### src/rtl/i2s_pkg.sv
// ----------------------------------------------------------------------------
// i2s_pkg
// Shared definitions for the I2S transmit controller:
//   state_t        - sequencing FSM states (IDLE, START, RUN, STOP)
//   SAMPLE_W       - width of one stereo sample (two 24-bit channels)
//   FRAME_STROBES  - sclk_en strobes per frame (64 SCLK periods x 2 edges)
//   FRAME_W        - width of the frame strobe counter
// ----------------------------------------------------------------------------
package i2s_pkg;

    localparam int SAMPLE_W      = 48;
    localparam int FRAME_STROBES = 128;
    localparam int FRAME_W       = $clog2(FRAME_STROBES);

    typedef enum logic [1:0] {
        ST_IDLE  = 2'd0,
        ST_START = 2'd1,
        ST_RUN   = 2'd2,
        ST_STOP  = 2'd3
    } state_t;

endpackage

### src/rtl/clk_en_gen.sv
// ----------------------------------------------------------------------------
// clk_en_gen
// Pair of free-running dividers producing one-cycle strobe enables.
// Both counters are held at zero while clear is high and start counting
// together on the first cycle clear is low, so the first pulse of each
// strobe falls on cycle DIV-1 after clear drops.
//
// Ports:
//   clk      in  system clock
//   rst      in  synchronous active-high reset
//   clear    in  synchronous hold-at-zero; also masks both strobes
//   mclk_en  out 1-cycle pulse every MCLK_DIV cycles
//   sclk_en  out 1-cycle pulse every SCLK_DIV cycles
//
// MCLK_DIV and SCLK_DIV must both be >= 2.
// ----------------------------------------------------------------------------
module clk_en_gen #(
    parameter int MCLK_DIV = 4,
    parameter int SCLK_DIV = 16
) (
    input  logic clk,
    input  logic rst,
    input  logic clear,
    output logic mclk_en,
    output logic sclk_en
);

    localparam int MW = (MCLK_DIV > 1) ? $clog2(MCLK_DIV) : 1;
    localparam int SW = (SCLK_DIV > 1) ? $clog2(SCLK_DIV) : 1;

    localparam logic [MW-1:0] M_LAST = MW'(MCLK_DIV - 1);
    localparam logic [SW-1:0] S_LAST = SW'(SCLK_DIV - 1);

    logic [MW-1:0] mclk_cnt;
    logic [SW-1:0] sclk_cnt;

    always_ff @(posedge clk) begin
        if (rst || clear) begin
            mclk_cnt <= '0;
            sclk_cnt <= '0;
        end else begin
            mclk_cnt <= (mclk_cnt == M_LAST) ? '0 : mclk_cnt + MW'(1);
            sclk_cnt <= (sclk_cnt == S_LAST) ? '0 : sclk_cnt + SW'(1);
        end
    end

    // Masking with clear keeps the strobes low in the very cycle the
    // controller leaves RUN/STOP, even though the counters are only zeroed
    // on the following edge.
    assign mclk_en = !clear && (mclk_cnt == M_LAST);
    assign sclk_en = !clear && (sclk_cnt == S_LAST);

endmodule

### src/rtl/i2s_tx_ctrl.sv
// ----------------------------------------------------------------------------
// i2s_tx_ctrl
// Sequencing and source arbitration for the I2S transmit path.
//   - Holds the I2S master in reset while idle, releases it after a
//     two-cycle START, and only stops it at the end of a full frame.
//   - Generates mclk_en / sclk_en strobes through clk_en_gen.
//   - Buffers one stereo sample from the selected source and delivers it
//     on the master's out_ready pulse; on underrun it substitutes either
//     the last delivered sample or zero and counts the event.
//
// Ports:
//   clk, rst            system clock, synchronous active-high reset
//   cfg_enable          1 = run, 0 = stop at the next frame boundary
//   cfg_src             source select used at each buffer load
//   cfg_mute            force out_data to zero (sources still consumed)
//   cfg_hold_last       underrun fill: 1 = last sample, 0 = zero
//   cnt_clr             clears underrun_cnt (wins over an increment)
//   src0_*/src1_*       48-bit sample sources (valid/ready)
//   i2s_rst             reset to the I2S master
//   mclk_en, sclk_en    strobe enables to the master
//   out_data/valid/ready sample port to the master
//   busy                high in START, RUN and STOP
//   underrun_cnt        saturating underrun count
//   fsm_state           current FSM state, for observation
//
// Handshake semantics: a source transfer happens in a cycle where both
// srcN_valid and srcN_ready are high. srcN_ready is a combinational
// one-cycle pulse that may depend on srcN_valid; the source must not make
// valid depend on ready. On the output side out_valid is a level that is
// high whenever the master may take a sample, and out_ready is a one-cycle
// pulse; out_data is combinational so it is valid in that same cycle.
// ----------------------------------------------------------------------------
module i2s_tx_ctrl
    import i2s_pkg::*;
#(
    parameter int MCLK_DIV = 4,
    parameter int SCLK_DIV = 16,
    parameter int CNT_W    = 16
) (
    input  logic                clk,
    input  logic                rst,
    input  logic                cfg_enable,
    input  logic                cfg_src,
    input  logic                cfg_mute,
    input  logic                cfg_hold_last,
    input  logic                cnt_clr,
    input  logic [SAMPLE_W-1:0] src0_data,
    input  logic                src0_valid,
    output logic                src0_ready,
    input  logic [SAMPLE_W-1:0] src1_data,
    input  logic                src1_valid,
    output logic                src1_ready,
    output logic                i2s_rst,
    output logic                mclk_en,
    output logic                sclk_en,
    output logic [SAMPLE_W-1:0] out_data,
    output logic                out_valid,
    input  logic                out_ready,
    output logic                busy,
    output logic [CNT_W-1:0]    underrun_cnt,
    output state_t              fsm_state
);

    localparam logic [FRAME_W-1:0] FRAME_LAST = FRAME_W'(FRAME_STROBES - 1);
    localparam logic [CNT_W-1:0]   CNT_MAX    = '1;

    // ------------------------------------------------------------------
    // Sequencing FSM
    // ------------------------------------------------------------------
    state_t state;
    state_t state_next;

    logic               start_cnt;   // 0 on first START cycle, 1 on second
    logic [FRAME_W-1:0] frame_cnt;   // index of the next sclk_en in the frame
    logic               active;      // RUN or STOP: strobes and samples flow
    logic               frame_end;   // this sclk_en closes the frame

    assign frame_end = sclk_en && (frame_cnt == FRAME_LAST);

    always_ff @(posedge clk) begin
        if (rst) begin
            state <= ST_IDLE;
        end else begin
            state <= state_next;
        end
    end

    always_comb begin
        state_next = state;
        i2s_rst    = 1'b1;
        busy       = 1'b0;
        active     = 1'b0;
        case (state)
            ST_IDLE: begin
                if (cfg_enable) begin
                    state_next = ST_START;
                end
            end
            ST_START: begin
                busy = 1'b1;
                if (start_cnt) begin
                    state_next = ST_RUN;
                end
            end
            ST_RUN: begin
                busy    = 1'b1;
                active  = 1'b1;
                i2s_rst = 1'b0;
                if (!cfg_enable) begin
                    state_next = ST_STOP;
                end
            end
            ST_STOP: begin
                // cfg_enable is deliberately ignored here: a stop always
                // runs to the frame boundary and restarts through IDLE.
                busy    = 1'b1;
                active  = 1'b1;
                i2s_rst = 1'b0;
                if (frame_end) begin
                    state_next = ST_IDLE;
                end
            end
            default: begin
                state_next = ST_IDLE;
            end
        endcase
    end

    assign fsm_state = state;
    assign out_valid = active;

    always_ff @(posedge clk) begin
        if (rst || (state != ST_START)) begin
            start_cnt <= 1'b0;
        end else begin
            start_cnt <= 1'b1;
        end
    end

    // ------------------------------------------------------------------
    // Strobe generation and frame position
    // ------------------------------------------------------------------
    clk_en_gen #(
        .MCLK_DIV (MCLK_DIV),
        .SCLK_DIV (SCLK_DIV)
    ) u_clk_en_gen (
        .clk     (clk),
        .rst     (rst),
        .clear   (!active),
        .mclk_en (mclk_en),
        .sclk_en (sclk_en)
    );

    // 7-bit counter wraps 127 -> 0 on its own; it is held at zero
    // whenever the strobes are not running.
    always_ff @(posedge clk) begin
        if (rst || !active) begin
            frame_cnt <= '0;
        end else if (sclk_en) begin
            frame_cnt <= frame_cnt + FRAME_W'(1);
        end
    end

    // ------------------------------------------------------------------
    // Sample buffer, source arbitration and delivery
    // ------------------------------------------------------------------
    logic [SAMPLE_W-1:0] sample_buf;
    logic [SAMPLE_W-1:0] last_sample;
    logic                full;

    logic                sel_valid;
    logic [SAMPLE_W-1:0] sel_data;
    logic                deliver;
    logic                load;
    logic                underrun;

    assign sel_valid = cfg_src ? src1_valid : src0_valid;
    assign sel_data  = cfg_src ? src1_data  : src0_data;

    assign deliver  = active && out_ready;
    // A delivery in the same cycle sees the old (empty) buffer, so the
    // load waits one cycle rather than racing the delivery.
    assign load     = active && !full && sel_valid && !out_ready;
    assign underrun = deliver && !full;

    assign src0_ready = load && !cfg_src;
    assign src1_ready = load &&  cfg_src;

    always_ff @(posedge clk) begin
        if (rst || (state == ST_START)) begin
            sample_buf  <= '0;
            last_sample <= '0;
            full        <= 1'b0;
        end else if (load) begin
            sample_buf <= sel_data;
            full       <= 1'b1;
        end else if (deliver && full) begin
            full        <= 1'b0;
            last_sample <= sample_buf;
        end
    end

    // Mute only masks the port value; buffer and last_sample bookkeeping
    // carry on exactly as if the sample had been sent.
    always_comb begin
        out_data = '0;
        if (active && !cfg_mute) begin
            if (full) begin
                out_data = sample_buf;
            end else if (cfg_hold_last) begin
                out_data = last_sample;
            end
        end
    end

    // ------------------------------------------------------------------
    // Underrun counter
    // ------------------------------------------------------------------
    always_ff @(posedge clk) begin
        if (rst || cnt_clr) begin
            underrun_cnt <= '0;
        end else if (underrun && (underrun_cnt != CNT_MAX)) begin
            underrun_cnt <= underrun_cnt + CNT_W'(1);
        end
    end

endmodule

### config.mk
export PLATFORM = sky130hd
export DESIGN_NAME = i2s_tx_ctrl
export DESIGN_NICKNAME = d
export VERILOG_FILES = /design/src/rtl/i2s_pkg.sv /design/src/rtl/clk_en_gen.sv /design/src/rtl/i2s_tx_ctrl.sv
export SDC_FILE = /design/constraint.sdc
export NUM_CORES = 1
export LEC_CHECK = 0
export BUFFER_PORTS_ARGS = -buffer_cell sky130_fd_sc_hd__clkbuf_2
export CORE_UTILIZATION = 56
export DETAILED_ROUTE_END_ITERATION = 7
export PLACE_DENSITY_LB_ADDON = 0.08
export SYNTH_ARGS = -nofsm -noshare
export SYNTH_HDL_FRONTEND = slang
export SYNTH_SLANG_ARGS = --single-unit
### constraint.sdc
create_clock -name clk -period 3.25 [get_ports clk]
set_input_delay 0.4875 -clock clk [delete_from_list [all_inputs] [get_ports clk]]
set_output_delay 0.4875 -clock clk [all_outputs]
set_load 0.1 [all_outputs]
==> results.json <==
{
  "status": "complete, but fails checks",
  "violations": "design-rule violations",
  "startpoint_type": "register",
  "report.final.slew_viol_count": 0,
  "p_leak_uw": 0.002931,
  "synth_edf_count": 0,
  "cts_setup_buffers": 0,
  "endpoint_kind": "output port",
  "postSynth.topFlopCell": "dfxtp_1",
  "maxCapViolCount": 0,
  "synth_top_area_share_pct": 43.91,
  "core_mm2": 0.01023,
  "synth_xor_xnor_area_share_pct": 1.043,
  "netlist_instances": 784,
  "synth_fa_ha_area_share_pct": 1.915,
  "start_util_pct": 57.48,
  "async_reset_ff_share_pct": 0,
  "post-route-min-period_ps": 3101,
  "layout_commonest_cell": "clkbuf_2",
  "synth_mux_area_share_pct": 0.5106,
  "vias_per_cell": 5.915,
  "htreeDepth": 4,
  "dp_hpwl_um": 11500,
  "yosys_register_bits": 129,
  "synth_top_family_by_area": "simple AND/OR/NAND/NOR gates",
  "vias": 6353,
  "synth_cell_type_count": 39,
  "grt_pass1_wl_um": 27340,
  "hold_buffers": 0,
  "reg2reg_slack_ps": 840,
  "final_cell_mix": "178 x clkbuf_2, 156 x nand2_1, 126 x dfxtp_1, 111 x a21oi_1, 107 x nor2_1",
  "power_uw": 4465,
  "slowest_stage": "or2_2",
  "grt_max_degree": 98,
  "ioPinCount": 179,
  "critPathRequiredTime_ps": 2760,
  "die-height_um": 104.5,
  "maxSlewHeadroom_pct": 29.23,
  "clockBufferDepth": 2,
  "clock.fmax_mhz": 322.5,
  "io_buffers": 178,
  "rsz0062_at_grt": "false",
  "clock_latency_ps": 520,
  "synth.area.top_cells": "dfxtp_1 44%, nand2_1 10%, nor2_1 10%",
  "cts_buffers": 17,
  "path_cells": "inv_1, ha_1, or2_2, nand2b_4, buf_12, nor2_2, clkbuf_2",
  "grt.overflow.total": 0,
  "num_antenna_cells": 0,
  "drtAntennaViolNets": 0,
  "cts_root_buffer": "clkbuf_8",
  "grt_use_total_pct": 31.09,
  "tightest_slew_ps": 1062,
  "drive_gt1_share_pct": 30.06,
  "setup_viol": 0,
  "synthesis.nets": 899,
  "yosysWarnings": 0,
  "rows": 37,
  "first_pass_iters": 8,
  "skew_ps": 6.418,
  "hold_viol": 0,
  "num-nets-final": 1040,
  "cts_tree": "yes",
  "drt_iter0_markers": 704,
  "cts.sinks": 129,
  "die_w_um": 104.5,
  "synth-compound-area-share_pct": 21.34,
  "antenna_found_initial": 0,
  "die_area_mm2": 0.01092,
  "routed_wl_um": 17060,
  "gp_congestion": 0.8545,
  "vdd_ir_drop_max_uv": 620.7,
  "period_share_pct": 95.40,
  "synthesis.area_mm2": 0.005881,
  "min_path_type": "input pin to register",
  "synthSimpleGateAreaFrac_pct": 26.21,
  "synth.yosys.seq_area_share_pct": 43.91,
  "fin_setup_tns_ps": 0,
  "crit_fanout": 15,
  "path_class": "register to output port",
  "grt_pass1_vias": 5757,
  "drcViolationCount": 21,
  "cts.reportedPaths.clkPinSlew_ps": 60,
  "cp.arrival_ps": 2610,
  "power_density_mw_per_mm2": 584.9,
  "yosys.area.top_type": "dfxtp_1",
  "syn_area_per_cell_um2": 7.501,
  "holdWs_ps": 226.5,
  "synthToLayoutAreaGrowth_pct": 29.81,
  "wl_per_cell_um": 15.88,
  "crit_path_max_incr_delay_ps": 380
}
[registers in the layout, indices dropped and copies added (netlist names)]
register / flops
last_sample: 48
full: 1
u_clk_en_gen.sclk_cnt: 4
sample_buf: 48
fsm_state: 2
start_cnt: 1
frame_cnt: 7
u_clk_en_gen.mclk_cnt: 2
underrun_cnt: 16
[path summary, 6_finish.rpt]
kind | start | to | depth (start not counted)
setup / recovery | fsm_state[0] | out_data[5] | 7
setup reg to reg | fsm_state[0] | last_sample[30] | 6
hold reg to reg | last_sample[3] | last_sample[3] | 2
hold / removal | src1_data[20] | sample_buf[20] | 3
[worst max-delay path: cells and delay by family, from the launching register on]
| kind | cells | cell delay (ps) |
|---|---|---|
| adder cells (fa/ha/maj) | 1 | 270 |
| buffers and inverters | 3 | 710 |
| flip-flops | 1 | 360 |
| AND/OR/NAND/NOR | 3 | 740 |
[cells by family (layout without fill, tap and decap cells)]
logic type,Yosys count,after routing
AOI/OAI and AO/OA,189,189
xor gates and xnor gates,7,7
adders and majority gates,9,9
buffers and inverters,78,232
DFF,129,129
muxes,3,3
and+or+nand+nor,369,369
[synth_stat cells, types with 2 or more instances]
master,n
inv_1,11
nand3_1,6
o41ai_1,2
nor3b_1,2
a31oi_1,2
a21oi_1,111
nand4_1,5
and3_1,3
xor2_1,2
ha_1,9
nand2_1,156
o31ai_1,9
or2_2,3
o311ai_0,2
xnor2_1,5
nand2b_1,6
and2_1,3
nor2b_1,2
o21a_1,2
buf_1,13
nor4_1,3
a222oi_1,48
nor2_1,156
and4_1,4
nor3_1,5
clkbuf_1,50
buf_2,4
or3_1,4
dfxtp_1,129
mux2i_1,3
o21ai_0,7
or4_1,10
[timing repair]
action                                 4_1_cts  5_1_grt
endpoints found under the hold margin        0        0
setup endpoints to repair                    0        1
resized for setup                            0        1
[through the flow]
stage	cells	util (%)	cell area, µm²	setup slack [ps]
5_1_grt	1074	74.61	7634	50.94
4_1_cts	1074	74.55	7627	127.1
2_1_floorplan	784	-	6123	59.34
3_3_place_gp	1042	69.22	7082	748.0
6_report	1074	74.61	7634	149.4
3_5_place_dp	1042	69.22	7082	687.7
[where the power goes]
group / internal, µW / total [µW] / switching [µW] / leakage, µW
registers: 1640 / 1700 / 62.2 / 0.00104
logic: 249 / 1000 / 755 / 0.00162
clock network: 1070 / 1760 / 688 / 0.000271
total: 2960 / 4460 / 1510 / 0.00293
[cell type report]
| class | count | area, µm² |
|---|---|---|
| sequential | 129 | 2591 |
| inverter | 11 | 41.29 |
| clock buffer | 22 | 462.9 |
| fill | 802 | 2597 |
| timing repair buffer | 189 | 1023 |
| multi-input combinational | 577 | 3262 |
| tap | 136 | 170.2 |
| clock inverter | 10 | 82.58 |
[routing by layer]
layer | vias to the layer above | wire length (µm) | part of all wire, % | global-route usage [%]
met5 | - | 0 | 0 | 0
li1 | 3031 | - | - | -
met3 | 37 | 1463 | 8.6 | 6.015
met4 | 0 | 336 | 2.0 | 12.96
met2 | 345 | 8293 | 49 | 51.09
met1 | 2940 | 6965 | 41 | 39.82
Power figures use the tool's default switching activity.
